File: config.mk
export PLATFORM = sky130hd
export DESIGN_NAME = ahb_write_regfile
export DESIGN_NICKNAME = d
export VERILOG_FILES = /design/src/rtl/ahb_write_regfile.sv
export SDC_FILE = /design/constraint.sdc
export NUM_CORES = 1
export LEC_CHECK = 0
export BUFFER_PORTS_ARGS = -buffer_cell sky130_fd_sc_hd__buf_2
export CAP_MARGIN = 20
export CORE_MARGIN = 2
export CORE_UTILIZATION = 35
export CTS_CLUSTER_SIZE = 28
export DETAILED_ROUTE_END_ITERATION = 12
export PLACE_DENSITY = 0.57
export SYNTH_ARGS = -nofsm -noshare
export SYNTH_HDL_FRONTEND = slang
export SYNTH_SLANG_ARGS = --single-unit
File: constraint.sdc
create_clock -name HCLK -period 2.3 [get_ports HCLK]
set_input_delay 0.23 -clock HCLK [delete_from_list [all_inputs] [get_ports HCLK]]
set_output_delay 0.23 -clock HCLK [all_outputs]
set_load 0.1 [all_outputs]
File: src/rtl/ahb_write_regfile.sv
`default_nettype none
// ============================================================================
//  Module      : ahb_write_regfile
//  Description : AHB-Lite write-only slave for the encryption core. It decodes
//                pipelined word writes into indexed key, nonce, destination
//                and plain-text registers. A completed text block is announced
//                with a one-cycle text_valid pulse. Text writes are held off
//                with wait states while the downstream FIFO is full. Illegal
//                writes get a two-cycle ERROR response.
//  Revision    : 1.0 - initial release
// ----------------------------------------------------------------------------
//  Ports
//    HCLK, HRESETn     bus clock, asynchronous active-low reset
//    HSELx, HADDR, HTRANS, HWRITE, HSIZE, HREADY, HWDATA
//                      AHB-Lite slave inputs (only HADDR[7:0] is decoded)
//    fifo_full         downstream text FIFO is full
//    key, nonce, destination, plain_text
//                      configuration / data registers
//    text_valid        one-cycle pulse: plain_text holds a complete block
//    HREADYOUT, HRESP  AHB-Lite slave response
// ============================================================================
module ahb_write_regfile #(
    parameter int         DATA_W      = 32,
    parameter int         KEY_WORDS   = 4,
    parameter int         NONCE_WORDS = 4,
    parameter int         TEXT_WORDS  = 4,
    parameter logic [7:0] KEY_BASE    = 8'h04,
    parameter logic [7:0] NONCE_BASE  = 8'h14,
    parameter logic [7:0] DEST_BASE   = 8'h24,
    parameter logic [7:0] TEXT_BASE   = 8'h34
) (
    input  logic                            HCLK,
    input  logic                            HRESETn,
    input  logic                            HSELx,
    input  logic [31:0]                     HADDR,
    input  logic [1:0]                      HTRANS,
    input  logic                            HWRITE,
    input  logic [2:0]                      HSIZE,
    input  logic                            HREADY,
    input  logic [DATA_W-1:0]               HWDATA,
    input  logic                            fifo_full,
    output logic [KEY_WORDS*DATA_W-1:0]     key,
    output logic [NONCE_WORDS*DATA_W-1:0]   nonce,
    output logic [DATA_W-1:0]               destination,
    output logic [TEXT_WORDS*DATA_W-1:0]    plain_text,
    output logic                            text_valid,
    output logic                            HREADYOUT,
    output logic                            HRESP
);

    // ------------------------------------------------------------------
    // Address map
    // ------------------------------------------------------------------
    localparam int c_KEY_END   = int'(KEY_BASE)   + 4 * KEY_WORDS;
    localparam int c_NONCE_END = int'(NONCE_BASE) + 4 * NONCE_WORDS;
    localparam int c_DEST_END  = int'(DEST_BASE)  + 4;
    localparam int c_TEXT_END  = int'(TEXT_BASE)  + 4 * TEXT_WORDS;

    localparam logic [8:0] c_KEY_LO   = 9'(KEY_BASE);
    localparam logic [8:0] c_KEY_HI   = 9'(c_KEY_END);
    localparam logic [8:0] c_NONCE_LO = 9'(NONCE_BASE);
    localparam logic [8:0] c_NONCE_HI = 9'(c_NONCE_END);
    localparam logic [8:0] c_DEST_LO  = 9'(DEST_BASE);
    localparam logic [8:0] c_DEST_HI  = 9'(c_DEST_END);
    localparam logic [8:0] c_TEXT_LO  = 9'(TEXT_BASE);
    localparam logic [8:0] c_TEXT_HI  = 9'(c_TEXT_END);

    localparam int         c_IDX_W     = 6;
    localparam logic [c_IDX_W-1:0] c_TEXT_LAST = c_IDX_W'(TEXT_WORDS - 1);

    localparam logic [1:0] c_RGN_KEY   = 2'd0;
    localparam logic [1:0] c_RGN_NONCE = 2'd1;
    localparam logic [1:0] c_RGN_DEST  = 2'd2;
    localparam logic [1:0] c_RGN_TEXT  = 2'd3;

    function automatic bit f_overlap(input int a_lo, input int a_hi,
                                     input int b_lo, input int b_hi);
        return (a_lo < b_hi) && (b_lo < a_hi);
    endfunction

    generate
        if (DATA_W != 32) begin : g_bad_width
            $error("ahb_write_regfile: DATA_W must be 32");
        end
        if (f_overlap(int'(KEY_BASE),   c_KEY_END,   int'(NONCE_BASE), c_NONCE_END) ||
            f_overlap(int'(KEY_BASE),   c_KEY_END,   int'(DEST_BASE),  c_DEST_END)  ||
            f_overlap(int'(KEY_BASE),   c_KEY_END,   int'(TEXT_BASE),  c_TEXT_END)  ||
            f_overlap(int'(NONCE_BASE), c_NONCE_END, int'(DEST_BASE),  c_DEST_END)  ||
            f_overlap(int'(NONCE_BASE), c_NONCE_END, int'(TEXT_BASE),  c_TEXT_END)  ||
            f_overlap(int'(DEST_BASE),  c_DEST_END,  int'(TEXT_BASE),  c_TEXT_END)  ||
            (c_KEY_END > 256) || (c_NONCE_END > 256) ||
            (c_DEST_END > 256) || (c_TEXT_END > 256)) begin : g_bad_map
            $error("ahb_write_regfile: register regions overlap or exceed the 8-bit offset space");
        end
    endgenerate

    // ------------------------------------------------------------------
    // Address-phase decode
    // ------------------------------------------------------------------
    logic [8:0]         w_off;
    logic [8:0]         w_diff;
    logic [1:0]         w_region;
    logic [c_IDX_W-1:0] w_index;
    logic               w_hit;
    logic               w_legal;
    logic               w_accept;
    logic               w_unused;

    assign w_off = {1'b0, HADDR[7:0]};

    always_comb begin
        w_hit    = 1'b1;
        w_region = c_RGN_KEY;
        w_diff   = w_off - c_KEY_LO;
        if (w_off >= c_KEY_LO && w_off < c_KEY_HI) begin
            w_region = c_RGN_KEY;
            w_diff   = w_off - c_KEY_LO;
        end else if (w_off >= c_NONCE_LO && w_off < c_NONCE_HI) begin
            w_region = c_RGN_NONCE;
            w_diff   = w_off - c_NONCE_LO;
        end else if (w_off >= c_DEST_LO && w_off < c_DEST_HI) begin
            w_region = c_RGN_DEST;
            w_diff   = w_off - c_DEST_LO;
        end else if (w_off >= c_TEXT_LO && w_off < c_TEXT_HI) begin
            w_region = c_RGN_TEXT;
            w_diff   = w_off - c_TEXT_LO;
        end else begin
            w_hit    = 1'b0;
        end
    end

    assign w_index  = w_diff[7:2];
    assign w_accept = HSELx & HREADY & HTRANS[1] & HWRITE;
    assign w_legal  = w_hit & (HSIZE == 3'b010) & (HADDR[1:0] == 2'b00);
    assign w_unused = ^{HADDR[31:8], HTRANS[0], w_diff[8], w_diff[1:0]};

    // Address-phase info is kept until the matching data phase commits.
    logic [1:0]         r_region;
    logic [c_IDX_W-1:0] r_index;

    always_ff @(posedge HCLK or negedge HRESETn) begin
        if (!HRESETn) begin
            r_region <= c_RGN_KEY;
            r_index  <= '0;
        end else if (w_accept) begin
            r_region <= w_region;
            r_index  <= w_index;
        end
    end

    // ------------------------------------------------------------------
    // Transfer FSM
    // ------------------------------------------------------------------
    typedef enum logic [2:0] {
        S_IDLE  = 3'd0,
        S_DATA  = 3'd1,
        S_STALL = 3'd2,
        S_ERR1  = 3'd3,
        S_ERR2  = 3'd4
    } state_t;

    state_t r_state;
    state_t w_next;
    state_t w_follow;
    logic   w_blocked;
    logic   w_commit;

    // State that the concurrent address phase leads to once this cycle completes.
    assign w_follow  = w_accept ? (w_legal ? S_DATA : S_ERR1) : S_IDLE;
    assign w_blocked = (r_region == c_RGN_TEXT) & fifo_full;

    always_ff @(posedge HCLK or negedge HRESETn) begin
        if (!HRESETn) begin
            r_state <= S_IDLE;
        end else begin
            r_state <= w_next;
        end
    end

    always_comb begin
        w_next    = r_state;
        HREADYOUT = 1'b1;
        HRESP     = 1'b0;
        w_commit  = 1'b0;
        case (r_state)
            S_IDLE: begin
                w_next = w_follow;
            end
            S_DATA, S_STALL: begin
                if (w_blocked) begin
                    HREADYOUT = 1'b0;
                    w_next    = S_STALL;
                end else begin
                    w_commit  = 1'b1;
                    w_next    = w_follow;
                end
            end
            S_ERR1: begin
                HREADYOUT = 1'b0;
                HRESP     = 1'b1;
                w_next    = S_ERR2;
            end
            S_ERR2: begin
                HRESP     = 1'b1;
                w_next    = w_follow;
            end
            default: begin
                w_next    = S_IDLE;
            end
        endcase
    end

    // ------------------------------------------------------------------
    // Register file
    // ------------------------------------------------------------------
    logic [KEY_WORDS*DATA_W-1:0]   r_key;
    logic [NONCE_WORDS*DATA_W-1:0] r_nonce;
    logic [DATA_W-1:0]             r_dest;
    logic [TEXT_WORDS*DATA_W-1:0]  r_text;
    logic                          r_text_valid;

    always_ff @(posedge HCLK or negedge HRESETn) begin
        if (!HRESETn) begin
            r_key        <= '0;
            r_nonce      <= '0;
            r_dest       <= '0;
            r_text       <= '0;
            r_text_valid <= 1'b0;
        end else begin
            // Pulse lands together with the last word of the block.
            r_text_valid <= w_commit & (r_region == c_RGN_TEXT) & (r_index == c_TEXT_LAST);
            if (w_commit) begin
                case (r_region)
                    c_RGN_KEY: begin
                        for (int i = 0; i < KEY_WORDS; i++) begin
                            if (r_index == c_IDX_W'(i)) r_key[i*DATA_W +: DATA_W] <= HWDATA;
                        end
                    end
                    c_RGN_NONCE: begin
                        for (int i = 0; i < NONCE_WORDS; i++) begin
                            if (r_index == c_IDX_W'(i)) r_nonce[i*DATA_W +: DATA_W] <= HWDATA;
                        end
                    end
                    c_RGN_DEST: begin
                        r_dest <= HWDATA;
                    end
                    default: begin
                        for (int i = 0; i < TEXT_WORDS; i++) begin
                            if (r_index == c_IDX_W'(i)) r_text[i*DATA_W +: DATA_W] <= HWDATA;
                        end
                    end
                endcase
            end
        end
    end

    assign key         = r_key;
    assign nonce       = r_nonce;
    assign destination = r_dest;
    assign plain_text  = r_text;
    assign text_valid  = r_text_valid;

endmodule
`default_nettype wire
==> out/summary.json <==
{
  "status": {"value": "finished clean"},
  "port-buffer-count": {"value": 468},
  "final-setup-viol-count": {"value": 0},
  "timing.setup.tns": {"value": 0, "unit": "ps"},
  "power.switching": {"value": 11.4, "unit": "mW"},
  "power-per-cell-area": {"value": 1210, "unit": "nW/um2"},
  "dieArea": {"value": 48500, "unit": "um2"},
  "synthesis.instances": {"value": 1026},
  "fp.dieH": {"value": 220, "unit": "um"},
  "final_min_period_over_clock_period": {"value": 93.6, "unit": "%"},
  "die_width": {"value": 220, "unit": "um"},
  "whs_endpoint": {"value": "r_region[0]"},
  "clock_tree.htree_level_count": {"value": 2},
  "synthTopCellsByCount": {"value": "sky130_fd_sc_hd__dfrtp_1 (428), sky130_fd_sc_hd__mux2_2 (412), sky130_fd_sc_hd__clkbuf_1 (38)"},
  "synth_enable_flop_cells": {"value": 0},
  "timing_worst_setup_path_type": {"value": "reg2out"},
  "num-nets-final": {"value": 1585},
  "crit-reg2reg-capture": {"value": "nonce[126]"},
  "hold_viol": {"value": 0},
  "drtPass1Iterations": {"value": 4},
  "rsz0062_at_grt": {"value": "false"},
  "tritoncts_num_sinks": {"value": 428},
  "hold_start": {"value": "HADDR[6]"},
  "transition_time_at_the_pin_with_the_least_slew_margin": {"value": 602, "unit": "ps"},
  "gr-total-overflow": {"value": 0},
  "achievable-frequency": {"value": 464, "unit": "MHz"},
  "drt_iter0_markers": {"value": 450},
  "remaining_drc_errors": {"value": 0},
  "clock_tree.buffer_depth": {"value": 3},
  "synth.avg_cell_area": {"value": 16.0, "unit": "um2"},
  "final_core_util": {"value": 45.9, "unit": "%"},
  "groute.usage.overall": {"value": 19.5, "unit": "%"},
  "place_hpwl": {"value": 33700, "unit": "um"},
  "largest_net_degree_at_the_start_of_global_routing": {"value": 65},
  "grt_pass1_vias": {"value": 10900},
  "pre_cts_slack": {"value": 132, "unit": "ps"},
  "power.share.clock": {"value": 29.1, "unit": "%"},
  "core_region_area": {"value": 46400, "unit": "um2"},
  "yosysTopAreaCell": {"value": "sky130_fd_sc_hd__dfrtp_1"},
  "crit_fanout": {"value": 7},
  "layout_min_cycle_time": {"value": 2150, "unit": "ps"},
  "slew_viol_final": {"value": 0},
  "cp_num_buf_inv": {"value": 1},
  "clock-root-buffer": {"value": "sky130_fd_sc_hd__clkbuf_16"},
  "layoutNonFillerInstCount": {"value": 2147},
  "worst_ep_required_time": {"value": 2070, "unit": "ps"},
  "rr_startpoint": {"value": "r_index[3]"},
  "irDropWorstVdd": {"value": 1170, "unit": "uV"},
  "synth.top_cell.area_share": {"value": 65.4, "unit": "%"},
  "netSwitchingFraction": {"value": 44.4, "unit": "%"},
  "cpMaxStageDelayCell": {"value": "sky130_fd_sc_hd__dfrtp_1"},
  "worstSetupStartpointType": {"value": "flip-flop"},
  "cts-buffers-inserted": {"value": 47},
  "crit_path_end_kind": {"value": "primary output"},
  "asyncSetResetFlopFracSynth": {"value": 100, "unit": "%"},
  "routed_wire_length_per_instance": {"value": 22.3, "unit": "um"},
  "num_io_pins": {"value": 494},
  "cts_setup_buffers": {"value": 0},
  "layout_setup_ws": {"value": 147, "unit": "ps"},
  "clk_latency": {"value": 580, "unit": "ps"},
  "ff_latch_area": {"value": 10700, "unit": "um2"},
  "reg2regPathDepth": {"value": 6},
  "cpLargestDelayFamily": {"value": "flip-flops"},
  "maxCapViolations": {"value": 0},
  "gpl.final_weighted_congestion": {"value": 0.795},
  "grt_first_pass_wirelength": {"value": 70100, "unit": "um"},
  "arrival": {"value": 1920, "unit": "ps"},
  "min_path_cells": {"value": 3},
  "flow.area_growth_from_synthesis": {"value": 29.9, "unit": "%"},
  "timing.hold.worst.class": {"value": "in2reg"},
  "postRouteAntennaNets": {"value": 0},
  "number_of_antenna_violations_at_the_first_check_in_global_routing": {"value": 1},
  "lkg_pwr": {"value": 11.1, "unit": "nW"},
  "final_layout_size_suffix_gt1_share": {"value": 65.7, "unit": "%"},
  "syn-num-nets": {"value": 1103},
  "flop_and_latch_count_out_of_synthesis": {"value": 428},
  "clk_transition_reported_paths": {"value": 60, "unit": "ps"},
  "numPlacedInstances": {"value": 2064},
  "floorplan.initialDensity": {"value": 35.3, "unit": "%"},
  "netlist_top_cells_area": {"value": "sky130_fd_sc_hd__dfrtp_1 (65%), sky130_fd_sc_hd__mux2_2 (28%), sky130_fd_sc_hd__buf_2 (1.0%)"},
  "netlist_area": {"value": 16400, "unit": "um2"},
  "wirelength": {"value": 47900, "unit": "um"},
  "multi_input_comb_area": {"value": 5290, "unit": "um2"},
  "power.sequential.fraction": {"value": 34.7, "unit": "%"},
  "yosys_warnings": {"value": 0},
  "power.share.combinational": {"value": 36.2, "unit": "%"},
  "dr_total_vias": {"value": 10400},
  "synth_seq_area_share": {"value": 65.4, "unit": "%"},
  "post_synth_num_cell_types": {"value": 44},
  "vias_per_cell": {"value": 4.84},
  "fillCellCount": {"value": 4226},
  "internal-power": {"value": 14.3, "unit": "mW"},
  "synth-main-ff-cell": {"value": "sky130_fd_sc_hd__dfrtp_1"},
  "r2r_setup_slack": {"value": 210, "unit": "ps"},
  "cts_tree": {"value": "built"},
  "crit_path_cell_trace": {"value": "and3_1 -> maj3_1 -> nand2_1 -> buf_4"},
  "synth.most_common_cell": {"value": "sky130_fd_sc_hd__dfrtp_1"},
  "rows": {"value": 79},
  "max-slew-margin-rel": {"value": 59.9, "unit": "%"},
  "timing.clock.skew": {"value": 26.4, "unit": "ps"},
  "worst_path_largest_cell_delay": {"value": 450, "unit": "ps"},
  "timing.hold.ws": {"value": 62.2, "unit": "ps"}
}
==> flip-flops by register name, indices dropped and copies added (netlist names) <==
signal and cells:
r_index 6, r_state 3, plain_text 128, r_region 2
nonce 128, key 128, destination 32, text_valid 1
==> final cells by class <==
| cell class | count | area share, % |
|---|---|---|
| clock buffers | 68 | 6.47 |
| multi-input cells | 511 | 24.8 |
| well taps | 607 | 3.57 |
| clock inverters | 12 | 0.718 |
| flip-flops and latches | 428 | 50.3 |
| inverters | 7 | 0.124 |
| diodes | 1 | 0.0118 |
| repair buffers | 513 | 13.9 |
==> power groups by stage <==
stage | Clock [mW] | Combinational, mW | Sequential (mW)
2_1_floorplan | 0 | 0.941 | 15.7
3_3_place_gp | 0 | 9.30 | 9.00
3_5_place_dp | 0 | 9.34 | 9.05
4_1_cts | 7.68 | 9.35 | 8.92
5_1_grt | 7.97 | 9.55 | 9.04
6_report | 7.46 | 9.30 | 8.92
==> worst reg2reg max path, delay by kind of cell, from the launching register on <==
kind	cells	cell delay, ps
AND/OR/NAND/NOR	4	1000
flip-flops	1	390
multiplexers	1	370
buffers and inverters	1	210
==> worst max path at each step <==
| stage | start | depth (start not counted) | end |
|---|---|---|---|
| CTS | r_region[0] | 4 | HREADYOUT |
| floorplan | r_state[1] | 8 | nonce[101] |
| detailed placement | r_index[3] | 6 | nonce[111] |
| global placement | r_index[3] | 6 | nonce[110] |
| finish | r_region[0] | 4 | HREADYOUT |
| global route | r_region[0] | 4 | HREADYOUT |
==> cell families after synthesis <==
kind of cell	count (synthesis)	synth area share, %
AOI/OAI and AO/OA	26	1.04
and+or+nand+nor	63	2.06
xor gates and xnor gates	3	0.161
buffers and inverters	87	2.49
DFF	428	65.4
adders and majority gates	3	0.214
muxes	416	28.6
==> cells in the final DEF, fill, tap and decap left out, types with 2 or more instances in the layout <==
cell type                       synthesis  final
sky130_fd_sc_hd__nor2_1                11     11
sky130_fd_sc_hd__nor3_2                 2      2
sky130_fd_sc_hd__dlygate4sd3_1          0      2
sky130_fd_sc_hd__clkbuf_1              38     10
sky130_fd_sc_hd__bufinv_16              0      3
sky130_fd_sc_hd__mux2_1                 4      4
sky130_fd_sc_hd__inv_1                  7      7
sky130_fd_sc_hd__and3_2                 0      2
sky130_fd_sc_hd__clkinv_2               0      6
sky130_fd_sc_hd__buf_4                  4     23
sky130_fd_sc_hd__nor2b_1                5      5
sky130_fd_sc_hd__dfrtp_1              428    428
sky130_fd_sc_hd__mux2_2               412    412
sky130_fd_sc_hd__nand3_1                3      3
sky130_fd_sc_hd__nor3b_1                2      2
sky130_fd_sc_hd__nand2_2                0      9
sky130_fd_sc_hd__o22ai_1                2      2
sky130_fd_sc_hd__nand4_1                2      2
sky130_fd_sc_hd__xor2_1                 2      2
sky130_fd_sc_hd__nand2_1               22     13
sky130_fd_sc_hd__o21ai_0                5      5
sky130_fd_sc_hd__clkbuf_16              0     48
sky130_fd_sc_hd__buf_2                 33    466
sky130_fd_sc_hd__and3_1                 4      2
sky130_fd_sc_hd__a21oi_1                6      6
sky130_fd_sc_hd__buf_12                 0     21
sky130_fd_sc_hd__clkbuf_8               0     10
sky130_fd_sc_hd__a21o_1                 2      2
sky130_fd_sc_hd__nor3_1                 3      3
sky130_fd_sc_hd__ha_1                   2      2
sky130_fd_sc_hd__a31oi_1                3      3
==> repair_timing <==
item	in CTS	in global routing
hold buffers	2	0
hold endpoints to repair	49	0
setup endpoints to repair	1	61
gates resized for setup	1	1
gates cloned	0	0
==> stage by stage <==
stage,area (um2),power [mW]
2_1_floorplan,16400,16.6
3_3_place_gp,19700,18.3
3_5_place_dp,19700,18.4
6_report,21300,25.7
5_1_grt,21300,26.6
4_1_cts,21300,26.0
==> per-layer routing <==
metal | track usage [%] | share of wire [%] | up-vias
met3 | 6.01 | 7.0 | 59
li1 | - | - | 4575
met4 | 5.19 | 2.2 | 0
met1 | 24.1 | 41 | 5455
met2 | 33.1 | 49 | 299
met5 | 0 | 0 | -
Note: power is estimated with default switching activity, not from simulation.
